File: config.mk
export PLATFORM = sky130hd
export DESIGN_NAME = mod_exp_ctrl
export DESIGN_NICKNAME = d
export VERILOG_FILES = /design/src/rtl/mod_exp_pkg.sv /design/src/rtl/mod_exp_reduce.sv /design/src/rtl/mod_exp_ctrl.sv
export SDC_FILE = /design/constraint.sdc
export NUM_CORES = 1
export LEC_CHECK = 0
export ABC_AREA = 1
export BUFFER_PORTS_ARGS = -buffer_cell sky130_fd_sc_hd__buf_4
export CORE_AREA = 2 2 235 237
export CTS_CLUSTER_SIZE = 24
export DETAILED_ROUTE_END_ITERATION = 8
export DIE_AREA = 0 0 237 239
export PLACE_DENSITY = 0.73
export SLEW_MARGIN = 20
export SYNTH_ARGS = -nofsm -noshare
export SYNTH_HDL_FRONTEND = slang
export SYNTH_SLANG_ARGS = --single-unit
File: constraint.sdc
create_clock -name clk -period 6.4 [get_ports clk]
set_input_delay 0 -clock clk [delete_from_list [all_inputs] [get_ports clk]]
set_output_delay 0 -clock clk [all_outputs]
set_load 0.05 [all_outputs]
File: src/rtl/mod_exp_pkg.sv
// Shared types and default widths for the modular exponentiation controller.
package mod_exp_pkg;

  localparam int BIT_LEN_DEF = 64;
  localparam int EXP_LEN_DEF = 64;

  typedef enum logic [3:0] {
    ST_IDLE,
    ST_LOAD,
    ST_SQR,
    ST_SQR_WAIT,
    ST_MUL,
    ST_MUL_WAIT,
    ST_CONV,
    ST_CONV_WAIT,
    ST_DONE
  } state_t;

endpackage

File: src/rtl/mod_exp_reduce.sv
// Combinational final subtraction: maps a Montgomery product below 2M into [0, M).
module mod_exp_reduce #(
  parameter int bitLen = 64
) (
  input  logic [bitLen:0]   p,
  input  logic [bitLen-1:0] m,
  output logic [bitLen-1:0] r
);

  logic ge;

  assign ge = (p >= {1'b0, m});
  // p < 2M, so the difference always fits in bitLen bits
  assign r  = ge ? (p[bitLen-1:0] - m) : p[bitLen-1:0];

endmodule

File: src/rtl/mod_exp_ctrl.sv
// Left-to-right square-and-multiply controller sequencing an external mon_prod unit.
// MOD_EXP_LEADING_ZERO_SKIP_EN: when defined, squarings are skipped until the first exponent 1 bit.
module mod_exp_ctrl
  import mod_exp_pkg::*;
#(
  parameter int bitLen     = BIT_LEN_DEF,
  parameter int countWidth = 5,
  parameter int expLen     = EXP_LEN_DEF
) (
  input  logic                  clk,
  input  logic                  reset,
  input  logic                  start,
  input  logic [bitLen-1:0]     X_mont,
  input  logic [bitLen-1:0]     one_mont,
  input  logic [expLen-1:0]     E,
  input  logic [bitLen-1:0]     M,
  input  logic [countWidth-1:0] num_words,
  output logic                  busy,
  output logic                  done,
  output logic [bitLen-1:0]     result,
  output logic [15:0]           op_count,
  output logic                  mp_start,
  output logic [bitLen-1:0]     mp_A,
  output logic [bitLen-1:0]     mp_B,
  output logic [bitLen-1:0]     mp_M,
  output logic [countWidth-1:0] mp_num_words,
  input  logic                  mp_stop,
  input  logic [bitLen:0]       mp_P
);

  localparam int IdxW = (expLen > 1) ? $clog2(expLen) : 1;
  localparam logic [IdxW-1:0] IdxTop = IdxW'(expLen - 1);

  state_t            state;
  logic [bitLen-1:0] x_q;
  logic [bitLen-1:0] acc;
  logic [bitLen-1:0] acc_red;
  logic [expLen-1:0] e_q;
  logic [IdxW-1:0]   bit_idx;
  logic              skip_sqr;
  logic              stop_seen;
  logic              last_bit;
  logic              cur_bit;

  mod_exp_reduce #(.bitLen(bitLen)) u_reduce (
    .p (mp_P),
    .m (mp_M),
    .r (acc_red)
  );

`ifdef MOD_EXP_LEADING_ZERO_SKIP_EN
  // While no 1 bit has been processed, acc is still one_mont and squaring it is a no-op
  logic seen_one;

  always_ff @(posedge clk) begin
    if (reset || state == ST_LOAD) begin
      seen_one <= 1'b0;
    end else if (state == ST_MUL) begin
      seen_one <= 1'b1;
    end
  end

  assign skip_sqr = !seen_one;
`else
  assign skip_sqr = 1'b0;
`endif

  // mp_start is registered, so it is high exactly in the launch cycle of a WAIT state
  assign stop_seen = mp_stop && !mp_start;
  assign last_bit  = (bit_idx == '0);
  assign cur_bit   = e_q[bit_idx];

  always_ff @(posedge clk) begin
    if (reset) begin
      state        <= ST_IDLE;
      busy         <= 1'b0;
      done         <= 1'b0;
      result       <= '0;
      op_count     <= '0;
      mp_start     <= 1'b0;
      mp_A         <= '0;
      mp_B         <= '0;
      mp_M         <= '0;
      mp_num_words <= '0;
      x_q          <= '0;
      e_q          <= '0;
      acc          <= '0;
      bit_idx      <= '0;
    end else begin
      done     <= 1'b0;
      mp_start <= 1'b0;
      case (state)
        ST_IDLE: begin
          if (start) begin
            busy  <= 1'b1;
            state <= ST_LOAD;
          end
        end
        ST_LOAD: begin
          x_q          <= X_mont;
          e_q          <= E;
          mp_M         <= M;
          mp_num_words <= num_words;
          acc          <= one_mont;
          bit_idx      <= IdxTop;
          op_count     <= '0;
          state        <= ST_SQR;
        end
        ST_SQR: begin
          if (skip_sqr) begin
            if (cur_bit) begin
              state <= ST_MUL;
            end else if (last_bit) begin
              state <= ST_CONV;
            end else begin
              bit_idx <= bit_idx - 1'b1;
            end
          end else begin
            mp_start <= 1'b1;
            mp_A     <= acc;
            mp_B     <= acc;
            op_count <= op_count + 16'd1;
            state    <= ST_SQR_WAIT;
          end
        end
        ST_SQR_WAIT: begin
          if (stop_seen) begin
            acc <= acc_red;
            if (cur_bit) begin
              state <= ST_MUL;
            end else if (last_bit) begin
              state <= ST_CONV;
            end else begin
              bit_idx <= bit_idx - 1'b1;
              state   <= ST_SQR;
            end
          end
        end
        ST_MUL: begin
          mp_start <= 1'b1;
          mp_A     <= acc;
          mp_B     <= x_q;
          op_count <= op_count + 16'd1;
          state    <= ST_MUL_WAIT;
        end
        ST_MUL_WAIT: begin
          if (stop_seen) begin
            acc <= acc_red;
            if (last_bit) begin
              state <= ST_CONV;
            end else begin
              bit_idx <= bit_idx - 1'b1;
              state   <= ST_SQR;
            end
          end
        end
        ST_CONV: begin
          // Multiplying by plain 1 strips the R factor
          mp_start <= 1'b1;
          mp_A     <= acc;
          mp_B     <= bitLen'(1);
          op_count <= op_count + 16'd1;
          state    <= ST_CONV_WAIT;
        end
        ST_CONV_WAIT: begin
          if (stop_seen) begin
            acc   <= acc_red;
            state <= ST_DONE;
          end
        end
        ST_DONE: begin
          result <= acc;
          done   <= 1'b1;
          busy   <= 1'b0;
          state  <= ST_IDLE;
        end
        default: begin
          state <= ST_IDLE;
        end
      endcase
    end
  end

endmodule

==> metrics.md <==
| Metric | Value |
|---|---|
| RR Startpoint | `state[0]` |
| Final hold vios | `0` |
| Mapped Cells | `4,004` |
| Core box area | `54,300 um^2` |
| DR WL/cell | `20.7 um` |
| Most common cell after layout, fill and taps aside | `nand2_1` |
| Post-synthesis area per instance | `6.54 um^2` |
| Worst setup EP type | `register` |
| Distinct cell type count after synthesis | `50` |
| CP cell instances | `inv_1 > nor2_1 > nand2_4 > inv_4 > a21oi_4 > buf_4 > inv_2 > buf_4 > o21a_1 > nand2_1 > dlygate4sd3_1 > a21oi_1` |
| FF-to-FF setup slack | `2.32 ns` |
| Overflow after GRT | `0` |
| P_int | `0.00681 W` |
| Setup tns final | `0 ns` |
| Synth Flop Type | `dfxtp_1` |
| Max FO, Critical Path | `65` |
| Final nets | `5,248` |
| Post-Route WL | `116,000 um` |
| Tightest Hold Check Type | `primary input to register` |
| Layout cells sized above 1 | `0.178` |
| Layout area overhead | `39.1%` |
| VDD IR-drop max | `0.000232 V` |
| Die ar. | `56,600 um^2` |
| Clock skew | `0.0275 ns` |
| Cts bufs inserted | `51` |
| Clock Power Share | `0.287` |
| Final Slew Violations | `0` |
| WP data required | `6.96 ns` |
| Max stage delay on crit path | `0.59 ns` |
| Net Sw Power | `0.00459 W` |
| Part of the cycle the worst path needs | `0.638` |
| Most frequent CP cell | `buf_4` |
| Fraction of registers with async set/reset | `0` |
| Clk pin slew, worst setup/hold paths | `0.06 ns` |
| First-pass GRT wire length | `172,000 um` |
| Slowest cell on crit path | `dlygate4sd3_1` |
| Post-CTS Setup Bufs | `0` |
| Synthesized flop and latch total | `482` |
| Initial antenna violation count | `13` |
| Worst Hold Endpoint | `x_q[22]` |
| Final setup violation count | `0` |
| Unrepaired setup endpoints after global routing | `false` |
| Capture point of the worst reg-to-reg path | `acc[30]` |
| Cell Count, Final, Fillers Out | `5,600` |
| Sequential Power Share | `0.322` |
| Rel. slew slack | `0.265` |
| Crit path kind | `register to register` |
| Avg Vias per Cell | `5.45` |
| Leakage Power | `17.0 nW` |
| CTS tree | `built` |
| Power share of the combinational group | `0.391` |
| Root buf cell | `clkbuf_16` |
| Max clock buf depth | `3` |
| Clk_lat worst skew | `0.63 ns` |
| WHS Path Cells | `4` |
| Floorplan row count | `86` |
| Net Count, Synth | `4,402` |
| Initial DRT Pass Iterations | `6` |
| Power, Total | `0.0114 W` |
| Initial Util | `0.482` |
| Number of max-cap violations | `0` |
| Resized cells post-CTS | `0` |
| Worst Path Buf+Inv | `6` |
| Die width | `237 um` |
| Placed Instances | `5,134` |
| Fillers | `4,620` |
| Post-detail-place hpwl | `82,900 um` |
| GRT Util Overall | `0.395` |
| Gpl congestion | `1.06` |
| 1st-iter DRT viols | `3,174` |
| Measured slew at the worst slew-check pin | `1.10 ns` |
| Min Tclk post-route | `4.08 ns` |
| Vias | `30,500` |
| Vias in the first global route | `29,000` |
| Outcome | `finished clean` |
| Min Hold Slack | `0.185 ns` |
| Sequential area share after synthesis | `0.368` |
| Number of flops mapped to enable cells by yosys | `0` |
| ANT nets after route | `0` |
| Commonest non-fill, non-tap cells in the layout | `1,018 x nand2_1, 630 x buf_4, 508 x nor2_1` |
| DRC viols | `0` |
| Critical path data arrival time | `4.64 ns` |
| Yosys warns | `0` |
| Die span in y | `239 um` |
| Clock sink count | `482` |
| R2r worst-path depth | `12` |
| CP Launch Type | `register` |
| Min-delay src | `X_mont[22]` |
| Crit-path leading delay family | `buffers and inverters` |
| H-tree levels | `2` |
| Pin count of the biggest net entering global routing | `209` |
| Post-synthesis cell area | `26,200 um^2` |
| Port-buffer cells | `609` |
| P per Cell Area | `313 nW/um^2` |
| Sw Ratio | `0.403` |
| Critical Path Stages | `12` |
| Fmax | `0.245 GHz` |
| Boundary Pins | `610` |
==> layout make-up <==
type	count	area, um^2	share of cell area
Multi-Input combinational cell	2795	13600	0.374
Sequential cell	482	9650	0.265
Timing Repair Buffer	998	8420	0.231
Inverter	522	1970	0.0542
Clock buffer	72	1520	0.0416
Tap cell	704	881	0.0242
Clock inverter	21	334	0.00917
Antenna cell	6	15.0	0.000412
==> cells by family after synthesis <==
family | share of synthesized area
xor gates and xnor gates | 0.0107
AOI/OAI and AO/OA | 0.166
DFF | 0.368
and+or+nand+nor | 0.309
buffers and inverters | 0.113
adders and majority gates | 0.0328
==> synth_stat cells, types with 18 or more instances <==
library cell,number,area [um^2]
dfxtp_1,482,9650
clkbuf_1,135,507
nand3_1,203,1020
nand3b_1,21,158
o21a_1,42,315
buf_1,19,71.3
ha_1,67,838
nand3_2,41,410
inv_1,501,1880
nor3_1,20,100
buf_2,27,135
a21oi_1,288,1440
or2_2,26,163
o21ai_0,340,1700
xor2_1,30,263
nor2_1,509,1910
inv_2,18,67.6
nand2_1,1020,3830
nand2_2,18,113
o211ai_1,58,435
==> stage by stage <==
stage	util	worst slack [ns]	instance area, um^2
floorplan	-	3.84	26200
global placement	0.568	2.86	30900
detailed placement	0.568	2.79	30900
CTS	0.670	2.39	36400
global route	0.670	1.98	36400
finish	0.670	2.32	36400
==> sequential cells by signal, summed over array words and instances, names as in the netlist, 4 cells and up <==
name,cells
acc,64
bit_idx,6
e_q,64
mp_A,64
mp_B,64
mp_M,64
mp_num_words,5
op_count,16
result,64
state,4
x_q,64
==> worst max-delay path by stage <==
stage          startpoint         end  slack [ns]
3_3_place_gp     state[3]  bit_idx[0]        2.86
6_report         state[0]     acc[30]        2.32
4_1_cts          state[0]     acc[29]        2.39
5_1_grt          state[3]     acc[31]        1.98
2_1_floorplan    mp_M[31]     acc[57]        3.84
3_5_place_dp     state[3]  bit_idx[1]        2.79
==> power groups by stage <==
stage	combinational [W]	clock, W	sequential (W)
after CTS	0.00434	0.00329	0.00365
after floorplan	0.00225	0	0.00418
after global placement	0.00404	0	0.00370
after detailed placement	0.00405	0	0.00371
after global routing	0.00480	0.00342	0.00371
final	0.00446	0.00328	0.00367
==> per-layer routing <==
metal | vias to the layer above | share of wire | GRT usage
met5 | - | 0.00053 | 0
met4 | 8 | 0.061 | 0.216
met3 | 384 | 0.092 | 0.0824
met2 | 1624 | 0.45 | 0.640
met1 | 14100 | 0.39 | 0.491
li1 | 14400 | - | -
==> what timing repair did <==
item                                    in CTS  in global routing
endpoints found under the setup margin       0                  0
hold buffers                               367                  0
endpoints found under the hold margin      310                  0
==> tightest hold or removal path: stages <==
cell,delay [ns]
dlygate4sd3_1,0.52
buf_4,0.09
o21ai_0,0.07
nor2_1,0.08
Power figures use the tool's default switching activity.
